<file path="config.mk">
export PLATFORM = sky130hd
export DESIGN_NAME = fp_div_seq
export DESIGN_NICKNAME = d
export VERILOG_FILES = /design/src/rtl/fp_div_seq.sv
export SDC_FILE = /design/constraint.sdc
export NUM_CORES = 1
export LEC_CHECK = 0
export CAP_MARGIN = 20
export CORE_UTILIZATION = 61
export CTS_CLUSTER_DIAMETER = 50
export DETAILED_ROUTE_END_ITERATION = 10
export GPL_ROUTABILITY_DRIVEN = 0
export PLACE_DENSITY = 0.87
export SLEW_MARGIN = 30
export SYNTH_ARGS = -nofsm -noshare
export SYNTH_HDL_FRONTEND = slang
export SYNTH_SLANG_ARGS = --single-unit
</file>
<file path="constraint.sdc">
create_clock -name clk -period 6.8 [get_ports clk]
set_input_delay 1.02 -clock clk [delete_from_list [all_inputs] [get_ports clk]]
set_output_delay 1.02 -clock clk [all_outputs]
set_load 0.03 [all_outputs]
</file>
<file path="src/rtl/fp_div_seq.sv">
// Iterative restoring FP divider on field-separated operands.
// Ports: clk, rst_n, in_valid/in_ready + sign/exp/mantissa x,y; out_valid/out_ready + sign/exp/mantissa_out.
module fp_div_seq #(
  parameter int MANTISSA_WIDTH = 23,
  parameter int EXP_WIDTH      = 8,
  parameter int APPROX_BITS    = 0
) (
  input  logic                      clk,
  input  logic                      rst_n,
  input  logic                      in_valid,
  output logic                      in_ready,
  input  logic                      sign_x,
  input  logic                      sign_y,
  input  logic [EXP_WIDTH-1:0]      exp_x,
  input  logic [EXP_WIDTH-1:0]      exp_y,
  input  logic [MANTISSA_WIDTH-1:0] mantissa_x,
  input  logic [MANTISSA_WIDTH-1:0] mantissa_y,
  output logic                      out_valid,
  input  logic                      out_ready,
  output logic                      sign_out,
  output logic [EXP_WIDTH-1:0]      exp_out,
  output logic [MANTISSA_WIDTH-1:0] mantissa_out
);

  localparam int MW = MANTISSA_WIDTH;
  localparam int EW = EXP_WIDTH;
  localparam int N  = MW + 1 - APPROX_BITS;
  localparam int CW = $clog2(MW + 2);
  localparam logic [EW+1:0] BIAS = (EW+2)'(2**(EW-1) - 1);
  localparam logic [EW:0]   EMAX = (EW+1)'(2**EW - 1);

  typedef enum logic [1:0] {
    IDLE,
    DIV,
    PACK,
    DONE
  } state_t;

  state_t state, state_nx;

  logic                 sign_r;
  logic signed [EW+1:0] exp_r;
  logic [MW+1:0]        rem_r;
  logic [MW:0]          div_r;
  logic [MW:0]          quo_r;
  logic [CW-1:0]        cnt_r;

  logic [MW:0]   x_m;
  logic [MW:0]   y_m;
  logic          lt;
  logic [EW+1:0] exp_nx;
  logic          ge;
  logic [MW+1:0] diff;
  logic [MW:0]   qs;
  logic          ovf;
  logic          unf;

  assign x_m = {1'b1, mantissa_x};
  assign y_m = {1'b1, mantissa_y};
  assign lt  = x_m < y_m;

  // Two's complement in EW+2 bits; range never wraps.
  assign exp_nx = {2'b00, exp_x} - {2'b00, exp_y} + BIAS
                - {{(EW+1){1'b0}}, lt};

  assign ge   = rem_r >= {1'b0, div_r};
  assign diff = ge ? rem_r - {1'b0, div_r} : rem_r;

  // Quotient MSB lands above the fraction field and drops off.
  assign qs = quo_r << APPROX_BITS;

  assign ovf = !exp_r[EW+1] && (exp_r[EW:0] >= EMAX);
  assign unf = exp_r[EW+1] || (exp_r == '0);

  assign in_ready  = (state == IDLE);
  assign out_valid = (state == DONE);

  always_ff @(posedge clk or negedge rst_n) begin
    if (!rst_n) state <= IDLE;
    else        state <= state_nx;
  end

  always_comb begin
    state_nx = state;
    unique case (state)
      IDLE: if (in_valid) state_nx = DIV;
      DIV:  if (cnt_r == CW'(1)) state_nx = PACK;
      PACK: state_nx = DONE;
      DONE: if (out_ready) state_nx = IDLE;
      default: state_nx = IDLE;
    endcase
  end

  always_ff @(posedge clk or negedge rst_n) begin
    if (!rst_n) begin
      sign_r       <= 1'b0;
      exp_r        <= '0;
      rem_r        <= '0;
      div_r        <= '0;
      quo_r        <= '0;
      cnt_r        <= '0;
      sign_out     <= 1'b0;
      exp_out      <= '0;
      mantissa_out <= '0;
    end else begin
      unique case (state)
        IDLE: if (in_valid) begin
          sign_r <= sign_x ^ sign_y;
          exp_r  <= exp_nx;
          rem_r  <= lt ? {x_m, 1'b0} : {1'b0, x_m};
          div_r  <= y_m;
          quo_r  <= '0;
          cnt_r  <= CW'(N);
        end
        DIV: begin
          rem_r <= {diff[MW:0], 1'b0};
          quo_r <= {quo_r[MW-1:0], ge};
          cnt_r <= cnt_r - CW'(1);
        end
        PACK: begin
          sign_out <= sign_r;
          unique case (1'b1)
            ovf: begin
              exp_out      <= {{(EW-1){1'b1}}, 1'b0};
              mantissa_out <= '1;
            end
            unf: begin
              exp_out      <= EW'(1);
              mantissa_out <= '0;
            end
            default: begin
              exp_out      <= exp_r[EW-1:0];
              mantissa_out <= qs[MW-1:0];
            end
          endcase
        end
        default: ;
      endcase
    end
  end

endmodule
</file>
Word level (Yosys, flattened, before mapping)
Index checks and enable logic that the tools add are counted.

storage, ports and cells
  flip-flop bits (word level) = 122
  bits of input ports = 68
  output and inout bits = 34
  logic and storage cells = 49

cells by class
  $add $sub $neg = 5
  $lt $le $gt $ge = 3
  equal/unequal tests = 7
  muxes and demuxes = 14
  bitwise gates (word level) = 1
  reduce and logical (&&, ||, !) cells = 9

operators with widths
  kind                                                                    count
  23-bit case mux with 2 select lines                                     2
  25-bit two-way mux                                                      2
  25-bit case mux with 2 select lines                                     1
  25-bit by 24-bit >= comparator with 1-bit output                        1
  24-bit less-than comparator                                             1
  24-bit two-way mux                                                      1
  24-bit subtractor                                                       1
  23-bit two-way mux                                                      1
  8-bit case mux with 2 select lines                                      1
  9-bit by 8-bit adder with 10-bit output (second input constant)         1
  10-bit logical NOT                                                      1
  5-bit case mux with 2 select lines                                      1
  10-bit by 1-bit subtractor with 10-bit output                           1
  9-bit by 8-bit >= comparator with 1-bit output (second input constant)  1
  8-bit by 8-bit subtractor with 9-bit output                             1
  2-bit case mux with 4 select lines                                      1
  2-bit two-way mux                                                       3
  5-bit by 1-bit == test with 1-bit output (second input constant)        1
  5-bit two-way mux                                                       1
  5-bit by 1-bit subtractor with 5-bit output (second input constant)     1
  2-bit == test (second input constant)                                   2
  2-bit != test (second input constant)                                   2
  2-bit AND reduction                                                     2
  3-bit AND reduction                                                     1
  8 further kinds                                                         8

Longest topological paths before layout
Gate-level depths: netlist (run 1).

  word-level depth = 4
  gate-level depth with buffers = 17
  gate-level depth less buffers = 16

Least setup slack after synthesis (run 1)
OpenSTA, ideal clock, no wires.

  path kind = input port to flip-flop
  start point = input mantissa_y[21]
  end point = register exp_r[9]
  setup time = 110 ps
  arrival = 4073 ps
  required time = 6690 ps
  setup slack = 2617 ps
  stages = 17
  buffers on the path = 1
  path through = inv_1 -> ha_1 -> a21o_1 -> a211oi_1 -> o21ai_0 -> a211oi_1 -> a21oi_2 -> buf_2 -> ha_1 -> ha_1 -> fa_1 -> a21oi_1 -> o21bai_1 -> a21o_1 -> a21oi_1 -> nor2b_1 -> o41ai_1

on the way
  longest elaborated chain between the ends = 2

RTL lines
  what                                           RTL line  text
  start, declared                                17        input logic [MANTISSA_WIDTH-1:0] mantissa_y,
  24-bit less-than comparator                    60        assign lt = x_m < y_m;
  10-bit by 1-bit subtractor with 10-bit output  64        - {{(EW+1){1'b0}}, lt};
  end signal, assigned                           109       exp_r <= exp_nx;
  end, declared                                  42        logic signed [EW+1:0] exp_r;

No other way between the ends.
A chain may end at the register's enable or synchronous reset.

Final worst setup path (run 1)
  start point = input mantissa_x[21]
  end point = register exp_r[9]

on the way
  longest elaborated chain between the ends = 2

RTL lines
  what                                           RTL line  text
  start, declared                                16        input logic [MANTISSA_WIDTH-1:0] mantissa_x,
  24-bit less-than comparator                    60
  10-bit by 1-bit subtractor with 10-bit output  64

No other way between the ends.

==> results of run 1 <==
[placed cells by master (no fill, tap or decap), types with 18 or more instances in the layout]
cell and instances:
sky130_fd_sc_hd__mux2_2 26, sky130_fd_sc_hd__ha_1 68, sky130_fd_sc_hd__dfrtp_1 122, sky130_fd_sc_hd__nand3_1 40
sky130_fd_sc_hd__inv_1 84, sky130_fd_sc_hd__nand2_1 115, sky130_fd_sc_hd__o21ai_0 67, sky130_fd_sc_hd__a21oi_1 71
sky130_fd_sc_hd__mux2i_1 18, sky130_fd_sc_hd__clkdlybuf4s50_1 100, sky130_fd_sc_hd__nor2_1 87
[final timing paths]
check,startpoint,end,slack (ns)
setup / recovery,mantissa_x[21],exp_r[9],2.34
hold / removal,div_r[23],div_r[23],0.46
setup reg to reg,rem_r[16],rem_r[9],3.36
hold reg to reg,div_r[23],div_r[23],0.46
max in group asynchronous,rst_n,div_r[3],5.09
min in group asynchronous,rst_n,mantissa_out[8],0.62
[worst register-to-register path, cell delays in order (launching register included)]
cell                       delay (ns)
sky130_fd_sc_hd__dfrtp_1         0.40
sky130_fd_sc_hd__ha_1            0.45
sky130_fd_sc_hd__nand2_1         0.16
sky130_fd_sc_hd__nor4_1          0.58
sky130_fd_sc_hd__a311oi_1        0.19
sky130_fd_sc_hd__o21ai_1         0.24
sky130_fd_sc_hd__a31o_2          0.74
sky130_fd_sc_hd__mux2i_1         0.30
sky130_fd_sc_hd__nand2_1         0.08
sky130_fd_sc_hd__a22o_1          0.20
[final cells by class]
class | instances | area [um2]
multi-input cells | 668 | 4348
fillers | 871 | 3019
flip-flops and latches | 122 | 3053
well taps | 172 | 215.2
clock buffers | 19 | 432.9
repair buffers | 110 | 1080
clock inverters | 13 | 152.6
inverters | 85 | 319.1
[state kept, by name, summed over array words and instances, names as in the netlist]
| signal | cells |
|---|---|
| rem_r | 25 |
| div_r | 24 |
| mantissa_out | 23 |
| qs | 23 |
| exp_r | 10 |
| exp_out | 8 |
| cnt_r | 5 |
| state | 2 |
| sign_out | 1 |
| sign_r | 1 |
[routing by layer]
| layer | up-vias | part of all wire, % |
|---|---|---|
| met5 | - | 0 |
| met4 | 0 | 3.2 |
| met3 | 63 | 6.4 |
| met2 | 313 | 48 |
| met1 | 3490 | 43 |
| li1 | 3364 | - |
[logic make-up after synthesis]
group / after synthesis / synth area share [%]
AND/OR/NAND/NOR: 286 / 15.71
multiplexers: 44 / 6.005
adder cells (fa/ha/maj): 71 / 11.56
buffers and inverters: 129 / 6.402
XOR/XNOR: 28 / 3.114
flip-flops: 122 / 38.76
AO/OA/AOI/OAI: 239 / 18.44
[stage by stage]
step	std cells	utilization, %	setup WS [ns]	cell area [um2]
floorplan	919	-	2.617	7876
global placement	1157	71.34	2.184	9002
detailed placement	1157	71.41	2.079	9011
CTS	1189	76.05	2.397	9597
global route	1189	76.08	2.110	9600
finish	1189	76.08	2.337	9600
[cells in the mapped netlist (all sizes together) (15+ instances only)]
library cell | count | area share (%)
dfrtp | 122 | 39
mux2i | 18 | 2.3
a21o | 16 | 1.5
nand3 | 40 | 2.5
o22ai | 15 | 1.2
inv | 84 | 4.0
nand2 | 117 | 5.6
xnor2 | 16 | 1.8
o21ai | 76 | 4.8
a21oi | 74 | 4.8
clkbuf | 34 | 1.6
ha | 68 | 11
nor2 | 88 | 4.2
mux2 | 26 | 3.7
[report_power, final]
group | switching (mW) | internal, mW
clock network | 0.332 | 0.572
registers | 0.223 | 1.02
logic | 1.80 | 1.16
total | 2.36 | 2.76
==> results summary, run 1 <==
The run finished with clean final reports. The maximum buffer depth of the clock tree came out at 2. The number of warnings issued by yosys came out at 0. The share of final-layout standard cells stronger than drive strength 1 came out at around 8.4%. The DRC violation count after routing came out at 0. The max-capacitance violation count came out at 0. The design draws ~5.1 mW. The fraction of met1 tracks used by global routing is approximately two fifths.

For this run, global-route usage on met3 was measured as 6.799%. The depth of the worst register-to-register path is 9. met2 is the most crowded layer. The area overhead of the layout relative to synthesis came out at 21.89%.

The largest stage delay on the critical path came out at 0.49 ns. The count of different cell masters after synthesis is between 50 and 60. STA classifies the critical path endpoint as a register. For the worst-skew pair, the clock arrives at the later sink with an insertion delay of about 0.42 ns.

The core footprint came out at 12620 um2. In this run the clock root is driven by a sky130_fd_sc_hd__clkbuf_16. The clock arrives with 0.009222 ns of skew. The first-pass GRT wire length came out at about 33000 um. The count of standard-cell rows is between 40 and 50. Setup repair after global routing left no endpoint under its margin. The met2 usage in global routing is 52.61%. Among all stages on the critical path, the largest delay is contributed by sky130_fd_sc_hd__clkdlybuf4s50_1.

The sequential-to-total area share from yosys stat is between 30% and 40%. The residual overflow from global routing is 0. Data on the critical path arrives at its endpoint at about 4.8 ns.

The routed design has slightly above 20000 um of wire. The critical path start-end classification is input port to register. The number of antenna violations at the first check in global routing came out at 0. The number of stages on the worst hold path is 2. The sum of negative setup slack is 0 ns. Walking the worst path, the cells encountered are clkdlybuf4s50_1, ha_1, a21o_1, a211oi_1, o21ai_0, a211oi_1, a21oi_2, ha_1, ha_1, fa_1, a21oi_1, o21bai_1, a21o_1, a21oi_1, nor2b_1, o41ai_1. The worst path uses 65.63% of the clock period.

The first-iteration detailed-routing DRC count came out at approximately 580. The post-synth net total is approximately 1100. The number of global-route vias before repair is slightly below 7000. The top achievable clock speed is approximately 220 MHz. The final count of hold timing violations is 0. Across the VDD grid, the largest voltage drop is around 370 uV. For this design, the sink count on the clock tree is 122.

After clock tree synthesis, the flow added hold-fix buffers numbering 0. The power density over cell area is 533.2 nW/um2. The number of port buffers came out at 101. After detailed routing, the average wire length per cell comes to roughly 17 um.

The cell count after synthesis is approximately 900. The cell family contributing the most delay on the critical path is compound AO/OA/AOI/OAI gates. The required time of the critical path is approximately 7 ns. The count of flip-flops with a built-in enable after synthesis came out at 0. The clock tree from TritonCTS is yes. Before antenna repair, the detailed router went through 6 iterations. The worst hold path belongs to the class register to register. The global-route usage over all layers is a little under a third.

The critical path depth is 16. The leakage power is approximately 4.5 nW. The worst slew slack as a fraction of its limit came out at approximately 42%. After synthesis the cells add up to 7876 um2. The cell with the most instances on the worst path is sky130_fd_sc_hd__ha_1. The number of max-slew violations in the final report came out at 0. The die span in x is 115.6 um. The number of antenna cells inserted came out at 0. The die covers 13370 um2. On the final layout, the worst hold slack is around 0.46 ns.

The worst setup path is launched from an input port. The share of synthesized registers carrying an async set or reset came out at between 90% and 100%. The number of resized instances in the post-cts repair step is 0. The net total in the final layout is between 1000 and 1500. In this run the number of H-tree levels came out at 4. The number of nets still failing antenna checks after routing came out at 0. The top-level I/O count came out at 102. The die height came out at around 120 um. The count of vias placed by the detailed router is 7230. The slew at the pin with the worst max-slew slack is 0.8662 ns. The starting utilization of the core area came out at between 60% and 70%.

Dividing the synthesized area by the synthesized cell count gives between 8 and 9 um2. The number of flip-flops and latches in the synthesized netlist came out at between 100 and 150. The CTS buffer count is 17. The clock period could shrink to about 4.5 ns. The predominant post-synthesis flop cell is sky130_fd_sc_hd__dfrtp_1.

The setup violation total in the final timing report came out at 0. After clock tree synthesis, the clock-pin slew on the worst setup and hold paths is about 0.060 ns. The largest net degree at the start of global routing came out at 74. The count of buffering cells on the critical path with inverters included came out at 1.

Summed over all nets, the half-perimeter wirelength after detailed placement is around 14000 um. The highest net fanout along the worst path is 3. Post-CTS timing repair inserted 0 buffers for setup. Using the TritonRoute via totals, the vias-per-cell ratio works out to 6.081.
Note: power is estimated with default switching activity, not from simulation.
==> run 2, diff against run 1 <==
- CORE_UTILIZATION: 61 -> 51
- PLACE_DENSITY: 0.87 -> 0.77
- clock period: 6.8 -> 4.1 ns (I/O delays scaled with it)
==> results summary, run 2 (synthesis results as in run 1) <==
The number of antenna cells inserted is 0. STA classifies the critical path endpoint as a register. The run finished, with violations left. The critical path arrival is slightly above 4 ns.

In the final layout, the registers with the most flip-flops are rem_r (25), div_r (24). The final count of hold timing violations is 0. The finished layout holds 1219 standard cells, fillers aside.

The routed design could run at a clock period as short as approximately 3.8 ns. Traced cell by cell, the critical path runs through clkdlybuf4s50_1, ha_1, a21o_1, a211oi_1, o21ai_0, a211oi_2, a21oi_2, ha_1, ha_1, fa_1, a21oi_1, o21bai_1, a21o_1, a21oi_2, nor2b_1, o41ai_1. The slew at the pin with the worst max-slew slack is 0.8327 ns.

The tree is rooted in a sky130_fd_sc_hd__clkbuf_16. The global-route usage over all layers came out at 25.85%. The DRC violation count after routing is 2. For this design the static power due to leakage is between 4 and 5 nW. Power spread over the standard cell area amounts to approximately 860 nW/um2.

The starting utilization of the core area came out at between 50% and 60%. The sort of element at the start of the critical path is an input port. The internal power contribution is 4.443 mW. The net total in the final layout is 1157. Summed over all layers, the routed wires come to 19390 um. The share of final-layout standard cells stronger than drive strength 1 came out at about 10%. The core footprint came out at around 15000 um2. The first detailed-routing pass took 8 iterations.

The min-delay analysis places its worst path in the category input port to asynchronous set/reset pin. The largest net degree at the start of global routing came out at between 80 and 90. The switching fraction of total power came out at a little under half. The H-tree level count came out at 4. Leaving out fill and tap cells, the most frequent cells in the layout are 122 x sky130_fd_sc_hd__dfrtp_1, 115 x sky130_fd_sc_hd__nand2_1, 100 x sky130_fd_sc_hd__clkdlybuf4s50_1. The cell with the most instances on the worst path is sky130_fd_sc_hd__ha_1. In this run the tightest slew margin relative to its limit is between 40% and 50%. The part of the total power dissipated in the clock network is between 10% and 20%. The number of max-slew violations in the final report came to 0. The residual overflow from global routing is 0. Among all stages on the critical path, the largest delay is contributed by sky130_fd_sc_hd__clkdlybuf4s50_1. The checks that failed: DRC. The area of the die came out at around 16000 um2.

At the placement stage, the worst setup path has a slack of -0.1558 ns. Combinational logic is responsible for between 50% and 60% of the overall power. The maximum vdd ir drop is between 400 and 500 uV. The first-pass GRT wire length came out at approximately 33000 um. The clock latency of the later-clocked register in the worst-skew pair is about 0.43 ns. The number of antenna violations at the first check in global routing is 0. The final core area utilization came out at 64.00%. The number of nets still failing antenna checks after routing came out at 0. The half-perimeter wire length of the detailed placement result came out at 13690 um.

Of all nets on the critical path, the largest fanout is 3. The routed layout has between 6000 and 7000 vias. The net switching power of the design is a little under 4 mW. Based on the critical path, the design can be clocked at up to approximately 260 MHz. The number of placed instances, taps included, is 1187. The die is around 130 um wide. The number of sinks on the clock net is about 120. Leaving out fill and tap cells, the most frequent cell in the layout is sky130_fd_sc_hd__dfrtp_1. Buffers added to address setup during post-CTS repair amount to 0. The count of buffering cells on the critical path with inverters included is 1. Sequential cells burn roughly 25% of the power. The detail-routed net length per standard cell came out at ~16 um.

Among cell families on the critical path, the largest total delay comes from compound AO/OA/AOI/OAI gates. After clock tree synthesis, the clock-pin slew on the worst setup and hold paths is around 0.060 ns. The number of global-route vias before repair is 6821. The initialized floorplan defines between 40 and 50 standard-cell rows.

From synthesis to final layout, the design area changed by 23.07%. Setup slack on the critical path of the routed design comes to approximately 0.30 ns. TritonCTS built the clock tree.

The top-level I/O count came out at approximately 100. The post-layout total power is 8.319 mW. Setup repair after global routing left no endpoint under its margin.

The die height is approximately 130 um. For this run, the slowest stage of the critical path takes about 0.5 ns. The number of flip-flops in the largest register is 25.

The number of port buffers came out at approximately 100. Dividing the final minimum period by the clock period gives between 90% and 100%. Ranked by flip-flop count, first place goes to rem_r. The average vias per placed instance is roughly 5.7. The maximum buffer depth of the clock tree came out at 2. The worst setup path is of the input port to register kind. The required time of the critical path is between 4 and 5 ns. The CTS buffer count is 17.

The max-capacitance violation count is 0. Setup violations remaining at the end of the flow were counted as 0. The post-route clock skew came out at 0.007373 ns. For this block, the initial DRC count from the detailed router was roughly 460.
[run 2: layer usage]
metal  up-vias  global-route usage, %  part of all wire (%)
met5         -                      0                     0
met1      3336                  34.37                    46
met4         0                  11.48                   2.8
li1       3388                      -                     -
met3        38                  4.545                   5.0
met2       175                  41.40                    46
[run 2: worst paths after layout]
check	start	to	slack [ns]	depth (start not counted)
min in group clk	div_r[23]	div_r[23]	0.45	2
hold reg to reg	div_r[23]	div_r[23]	0.45	2
setup reg to reg	rem_r[14]	rem_r[14]	0.74	9
hold / removal	rst_n	mantissa_out[9]	0.23	1
max in group asynchronous	rst_n	rem_r[6]	3.04	2
setup / recovery	mantissa_x[21]	exp_r[9]	0.30	16
[run 2: cell type report]
cell class,instances,area [um2]
Clock buffer,17,425.4
Clock inverter,15,117.6
Fill cell,1243,5453
Inverter,85,319.1
Multi-Input combinational cell,668,4358
Sequential cell,122,3053
Tap cell,188,235.2
Timing Repair Buffer,124,1185
[run 2: through the flow]
step / TNS [ns] / hold slack [ns] / cell area, um2
final: 0 / 0.2321 / 9693
after global routing: 0 / 0.2982 / 9693
after CTS: 0 / 0.2667 / 9683
after detailed placement: -0.2805 / 0.4427 / 9140
after global placement: -0.06835 / 0.4327 / 9128
after floorplan: 0 / 0.3194 / 7876
[run 2: power groups by stage]
stage	Sequential, mW	Clock (mW)	Combinational, mW
6_report	2.05	1.38	4.89
5_1_grt	2.11	1.46	5.40
4_1_cts	2.05	1.39	4.85
3_5_place_dp	2.06	0	4.79
3_3_place_gp	2.05	0	4.69
2_1_floorplan	2.29	0	3.25
[run 2: timing repair]
item                       in CTS  in global routing
hold buffers                    0                  0
hold endpoints to repair        0                  0
setup endpoints to repair       0                  1
gates resized for setup         0                  4
==> run 3, diff against run 2 <==
- HOLD_SLACK_MARGIN: not set -> 0.06
==> results of run 3 <==
The final DEF is identical to that of run 2; final timing and power are the same.
